**src/rtl/timersoc_gpio_arbiter.sv**
```systemverilog
`default_nettype none
// ============================================================================
//  Module      : timersoc_gpio_arbiter
//  Description : Round-robin arbiter and sequencer that shares the single
//                Avalon-MM GPIO PIO slave among NUM_REQ requesters. It grants
//                one request, drives the slave for one cycle, captures the
//                slave's registered readdata (1-cycle latency) and returns a
//                one-cycle ack to the winner.
//  Ports       : clk, reset_n          - clock, async active-low reset
//                req/req_write         - per-requester request and direction
//                req_addr/req_wdata    - packed per-requester address/data
//                ack                   - one-cycle completion pulse
//                rdata                 - read data, valid while ack pulses
//                busy                  - high whenever a transaction runs
//                avm_*                 - Avalon-MM master side to the slave
//  Revision    : 1.0 - initial release
// ============================================================================
module timersoc_gpio_arbiter #(
    parameter int NUM_REQ = 2,
    parameter int ADDR_W  = 2,
    parameter int DATA_W  = 32
) (
    input  logic                      clk,
    input  logic                      reset_n,
    input  logic [NUM_REQ-1:0]        req,
    input  logic [NUM_REQ-1:0]        req_write,
    input  logic [NUM_REQ*ADDR_W-1:0] req_addr,
    input  logic [NUM_REQ*DATA_W-1:0] req_wdata,
    output logic [NUM_REQ-1:0]        ack,
    output logic [DATA_W-1:0]         rdata,
    output logic                      busy,
    output logic [ADDR_W-1:0]         avm_address,
    output logic                      avm_chipselect,
    output logic                      avm_write_n,
    output logic [DATA_W-1:0]         avm_writedata,
    input  logic [DATA_W-1:0]         avm_readdata
);

    localparam int IDX_W = (NUM_REQ > 1) ? $clog2(NUM_REQ) : 1;

    typedef enum logic [1:0] {
        ST_IDLE  = 2'd0,
        ST_ISSUE = 2'd1,
        ST_WAIT  = 2'd2,
        ST_DONE  = 2'd3
    } state_t;

    state_t               state_q;
    logic [IDX_W-1:0]     last_q;
    logic [IDX_W-1:0]     g_q;
    logic                 wr_q;
    logic [NUM_REQ-1:0]   ack_q;
    logic [DATA_W-1:0]    rdata_q;
    logic                 busy_q;
    logic [ADDR_W-1:0]    avm_address_q;
    logic                 avm_chipselect_q;
    logic                 avm_write_n_q;
    logic [DATA_W-1:0]    avm_writedata_q;

    logic                 hi_found_d;
    logic                 lo_found_d;
    logic [IDX_W-1:0]     hi_idx_d;
    logic [IDX_W-1:0]     lo_idx_d;
    logic                 grant_valid_d;
    logic [IDX_W-1:0]     grant_d;
    logic                 sel_write_d;
    logic [ADDR_W-1:0]    sel_addr_d;
    logic [DATA_W-1:0]    sel_wdata_d;

    // Round-robin pick: requesters above last_q take precedence over those at
    // or below it; within each group the lowest index wins. Scanning downward
    // lets the final assignment in each group be its lowest set bit.
    always_comb begin
        hi_found_d = 1'b0;
        lo_found_d = 1'b0;
        hi_idx_d   = '0;
        lo_idx_d   = '0;
        for (int i = NUM_REQ - 1; i >= 0; i--) begin
            if (req[i]) begin
                if (IDX_W'(i) > last_q) begin
                    hi_found_d = 1'b1;
                    hi_idx_d   = IDX_W'(i);
                end else begin
                    lo_found_d = 1'b1;
                    lo_idx_d   = IDX_W'(i);
                end
            end
        end
        grant_valid_d = hi_found_d | lo_found_d;
        grant_d       = hi_found_d ? hi_idx_d : lo_idx_d;

        sel_write_d = 1'b0;
        sel_addr_d  = '0;
        sel_wdata_d = '0;
        for (int i = 0; i < NUM_REQ; i++) begin
            if (IDX_W'(i) == grant_d) begin
                sel_write_d = req_write[i];
                sel_addr_d  = req_addr[i*ADDR_W +: ADDR_W];
                sel_wdata_d = req_wdata[i*DATA_W +: DATA_W];
            end
        end
    end

    // All outputs are registered, so each state's bus values are loaded on
    // the transition into that state.
    always_ff @(posedge clk or negedge reset_n) begin
        if (!reset_n) begin
            state_q          <= ST_IDLE;
            last_q           <= IDX_W'(NUM_REQ - 1);
            g_q              <= '0;
            wr_q             <= 1'b0;
            ack_q            <= '0;
            rdata_q          <= '0;
            busy_q           <= 1'b0;
            avm_address_q    <= '0;
            avm_chipselect_q <= 1'b0;
            avm_write_n_q    <= 1'b1;
            avm_writedata_q  <= '0;
        end else begin
            ack_q <= '0;
            case (state_q)
                ST_IDLE: begin
                    if (grant_valid_d) begin
                        // Fields are latched here; later requester changes
                        // cannot disturb the transaction.
                        g_q              <= grant_d;
                        last_q           <= grant_d;
                        wr_q             <= sel_write_d;
                        avm_address_q    <= sel_addr_d;
                        avm_writedata_q  <= sel_wdata_d;
                        avm_chipselect_q <= 1'b1;
                        avm_write_n_q    <= ~sel_write_d;
                        busy_q           <= 1'b1;
                        state_q          <= ST_ISSUE;
                    end
                end
                ST_ISSUE: begin
                    avm_chipselect_q <= 1'b0;
                    avm_write_n_q    <= 1'b1;
                    state_q          <= ST_WAIT;
                end
                ST_WAIT: begin
                    // Slave readdata is valid this cycle (registered on the
                    // edge that ended ISSUE).
                    if (!wr_q) begin
                        rdata_q <= avm_readdata;
                    end
                    for (int i = 0; i < NUM_REQ; i++) begin
                        ack_q[i] <= (IDX_W'(i) == g_q);
                    end
                    state_q <= ST_DONE;
                end
                ST_DONE: begin
                    busy_q  <= 1'b0;
                    state_q <= ST_IDLE;
                end
                default: begin
                    busy_q  <= 1'b0;
                    state_q <= ST_IDLE;
                end
            endcase
        end
    end

    assign ack            = ack_q;
    assign rdata          = rdata_q;
    assign busy           = busy_q;
    assign avm_address    = avm_address_q;
    assign avm_chipselect = avm_chipselect_q;
    assign avm_write_n    = avm_write_n_q;
    assign avm_writedata  = avm_writedata_q;

endmodule
`default_nettype wire
```
**config.mk**
```make
export PLATFORM = sky130hd
export DESIGN_NAME = timersoc_gpio_arbiter
export DESIGN_NICKNAME = d
export VERILOG_FILES = /design/src/rtl/timersoc_gpio_arbiter.sv
export SDC_FILE = /design/constraint.sdc
export NUM_CORES = 1
export LEC_CHECK = 0
export CORE_MARGIN = 2
export CORE_UTILIZATION = 35
export DETAILED_ROUTE_END_ITERATION = 6
export PLACE_DENSITY = 0.86
export SYNTH_ARGS = -nofsm -noshare
export SYNTH_HDL_FRONTEND = slang
export SYNTH_SLANG_ARGS = --single-unit
```
**constraint.sdc**
```tcl
create_clock -name clk -period 1.71 [get_ports clk]
set_input_delay 0.4275 -clock clk [delete_from_list [all_inputs] [get_ports clk]]
set_output_delay 0.4275 -clock clk [all_outputs]
set_load 0.01 [all_outputs]
```
==> out/metrics.yaml <==
finish:
  nFillCells: 752
  final_area_um2: 5560
  num_antenna_cells: 0
  drive_above_1_share_pct: 14.8
  multi_input_area_um2: 1210
  ff_latch_area_um2: 1900
  fin_util_pct: 61.0
  area_growth_syn_to_layout_pct: 71.9
  nNetsFinal: 591
clocking:
  cts_sinks: 76
  htreeDepth: 3
  cts_buffer_depth: 2
  cts_root_buffer: "clkbuf_8"
  cts_tree: "built"
  cts_made_buffers: 9
  clock_latency_ns: 0.34
  path_clk_slew_ns: 0.08
  holdBufCountCts: 0
synth:
  yosysTopAreaCell: "dfrtp_1"
  synthTopCellsByArea: "dfrtp_1 57%, a21oi_1 11%, mux2_2 11%"
  syn_inst: 297
  syn_avg_cell_area_um2: 10.9
  syn_nets: 408
  ys_warn_count: 0
  yosysSeqAreaShare_pct: 58.9
  async_flop_share_pct: 100
  synth_seq_cells: 76
  syn_area_um2: 3230
  ys.flop_type: "dfrtp_1"
  yosysMostFrequentCell: "dfrtp_1"
  synthTopCellsByCount: "74 x dfrtp_1, 71 x a21oi_1, 39 x nand2_1"
  netlist.area_leader.share_pct: 57.3
  synth-edff-count: 0
  yosysUniqueCellTypes: 26
floorplan:
  core_um2: 9110
  die_area_um2: 10000
  die_h_um: 100
  dieWidth_um: 100
  rows: 35
  ios: 177
  initial_core_util_pct: 35.5
grt:
  grt_max_degree: 77
  grt_pass1_vias: 3032
  grt_pass1_wl_um: 14400
  grt_usage_pct: 18.0
  antenna_found_initial: 0
  overflow: 0
setup_path:
  start_kind: "flop"
  cp_slowest_cell: "clkdlybuf4s50_1"
  cp_top_family: "buffers and inverters"
  arrival_ns: 1.24
  critPathRequiredTime_ns: 1.28
  reg2reg_slack_ns: 0.12
  reg2reg_from: "state_q[0]"
  critPathKind: "reg -> out"
  cp-end-kind: "primary output"
  critical_path.max_stage_delay_ns: 0.54
  path_max_fanout: 2
  reg2reg_depth: 5
  r2r_end: "rdata[15]"
  crit_chain: "clkdlybuf4s50_1"
  cp.buffers_inverters: 1
detailed_routing:
  postRouteWirelength_um: 9040
  wl_per_cell_um: 15.2
  drcViolationCount: 0
  drtAntennaViolNets: 0
  via_count: 2902
  dr.pass1.iters: 4
  vias_per_cell: 4.87
  drt-initial-drc-count: 122
sta:
  max_freq_ghz: 0.601
  whs_ns: 0.0966
  relSlewSlack_pct: 73.4
  fin_crit_ns: 1.66
  setup_slack_ns: 0.0451
  worst_pin_slew_ns: 0.399
  hold_viol: 0
  finalSetupViolCount: 0
  fin_crit_sh_pct: 97.4
  final.setup_skew_ns: 0.0118
  drv_slew: 0
power:
  ir_worst_vdd_mv: 0.706
  power.density_nw_per_um2: 1670
  power_leakage_nw: 2.63
placed_design:
  dp_slack_ns: -0.179
  dpl.hpwl_um: 6660
  portBuffers: 176
  finalWeightedCongestion: 0.734
  dpl-instance-area_um2: 5220
job:
  cap_violations: 0
min_path:
  hold_path_class: "in -> async"
outcome:
  status: "completed"
[metal layers]
layer	wire length, µm	up-vias	GRT usage (%)
li1	-	1377	-
met1	3610	1353	21.9
met2	4410	154	30.0
met3	856	18	5.57
met4	162	0	7.27
met5	0	-	0
[metrics by stage]
stage | TNS (ns) | std cells | total power [mW]
2_1_floorplan | 0 | 297 | 5.36
3_3_place_gp | -3.23 | 579 | 7.79
3_5_place_dp | -5.55 | 579 | 7.98
4_1_cts | 0 | 595 | 9.46
5_1_grt | -0.00975 | 596 | 9.96
6_report | 0 | 596 | 9.27
[flip-flops by register name (all words and copies together), names as in the netlist]
signal	flops
avm_writedata	32
avm_address	2
state_q	2
busy	1
avm_chipselect	1
avm_write_n	1
ack	2
last_q	1
wr_q	1
rdata	32
g_q	1
[what timing repair did]
item	in CTS	in global routing
endpoints found under the setup margin	10	88
pin swaps	0	0
cloned	0	1
resized for setup	10	41
buffers inserted	0	0
[where the power goes]
| group | internal (mW) | leakage [nW] | switching (mW) |
|---|---|---|---|
| combinational | 2.57 | 1.64 | 1.94 |
| clock | 0.868 | 0.106 | 0.670 |
| sequential | 2.74 | 0.878 | 0.484 |
[logic make-up (layout without fill, tap and decap cells)]
group,after synthesis,in the layout,synth area share (%)
buffers and inverters,22,210,4.10
muxes,33,33,11.5
DFF,76,76,58.9
AOI/OAI and AO/OA,81,81,13.7
adders and majority gates,5,5,1.93
and+or+nand+nor,80,80,9.83
[worst max-delay path by stage]
stage,from,cells past startpoint,to
finish,avm_writedata[26],1,avm_writedata[26]
global route,rdata[19],1,rdata[19]
CTS,avm_writedata[19],1,avm_writedata[19]
detailed placement,req[0],6,avm_write_n
global placement,req[0],6,avm_write_n
floorplan,state_q[0],6,rdata[10]
[area by class of cell]
type | instances | area share [%]
Clock buffer | 11 | 2.54
Clock inverter | 5 | 1.51
Inverter | 3 | 0.203
Timing Repair Buffer | 191 | 37.2
Multi-Input combinational cell | 199 | 21.7
Sequential cell | 76 | 34.3
Tap cell | 111 | 2.50
[cell usage in the layout, fill, tap and decap left out]
master	instances
inv_6	1
ha_2	1
mux2_1	2
o21bai_1	1
inv_1	2
a31oi_1	2
nor2_1	36
clkinvlp_4	2
a22o_1	1
o21ai_0	1
and2_1	1
clkbuf_8	10
nor2b_1	1
o21ai_2	1
a32o_1	1
a21boi_4	1
nand2_1	39
mux2_2	31
clkbuf_16	1
o21a_2	1
dlymetal6s2s_1	37
a21oi_1	71
nor3b_2	1
ha_1	4
nor2b_4	1
a21bo_2	1
dfstp_2	2
buf_4	7
inv_2	1
clkbuf_1	1
buf_12	8
nor3_1	1
dfrtp_1	74
bufinv_16	2
dlygate4sd2_1	10
clkdlybuf4s50_1	128
Note: power is estimated with default switching activity, not from simulation.
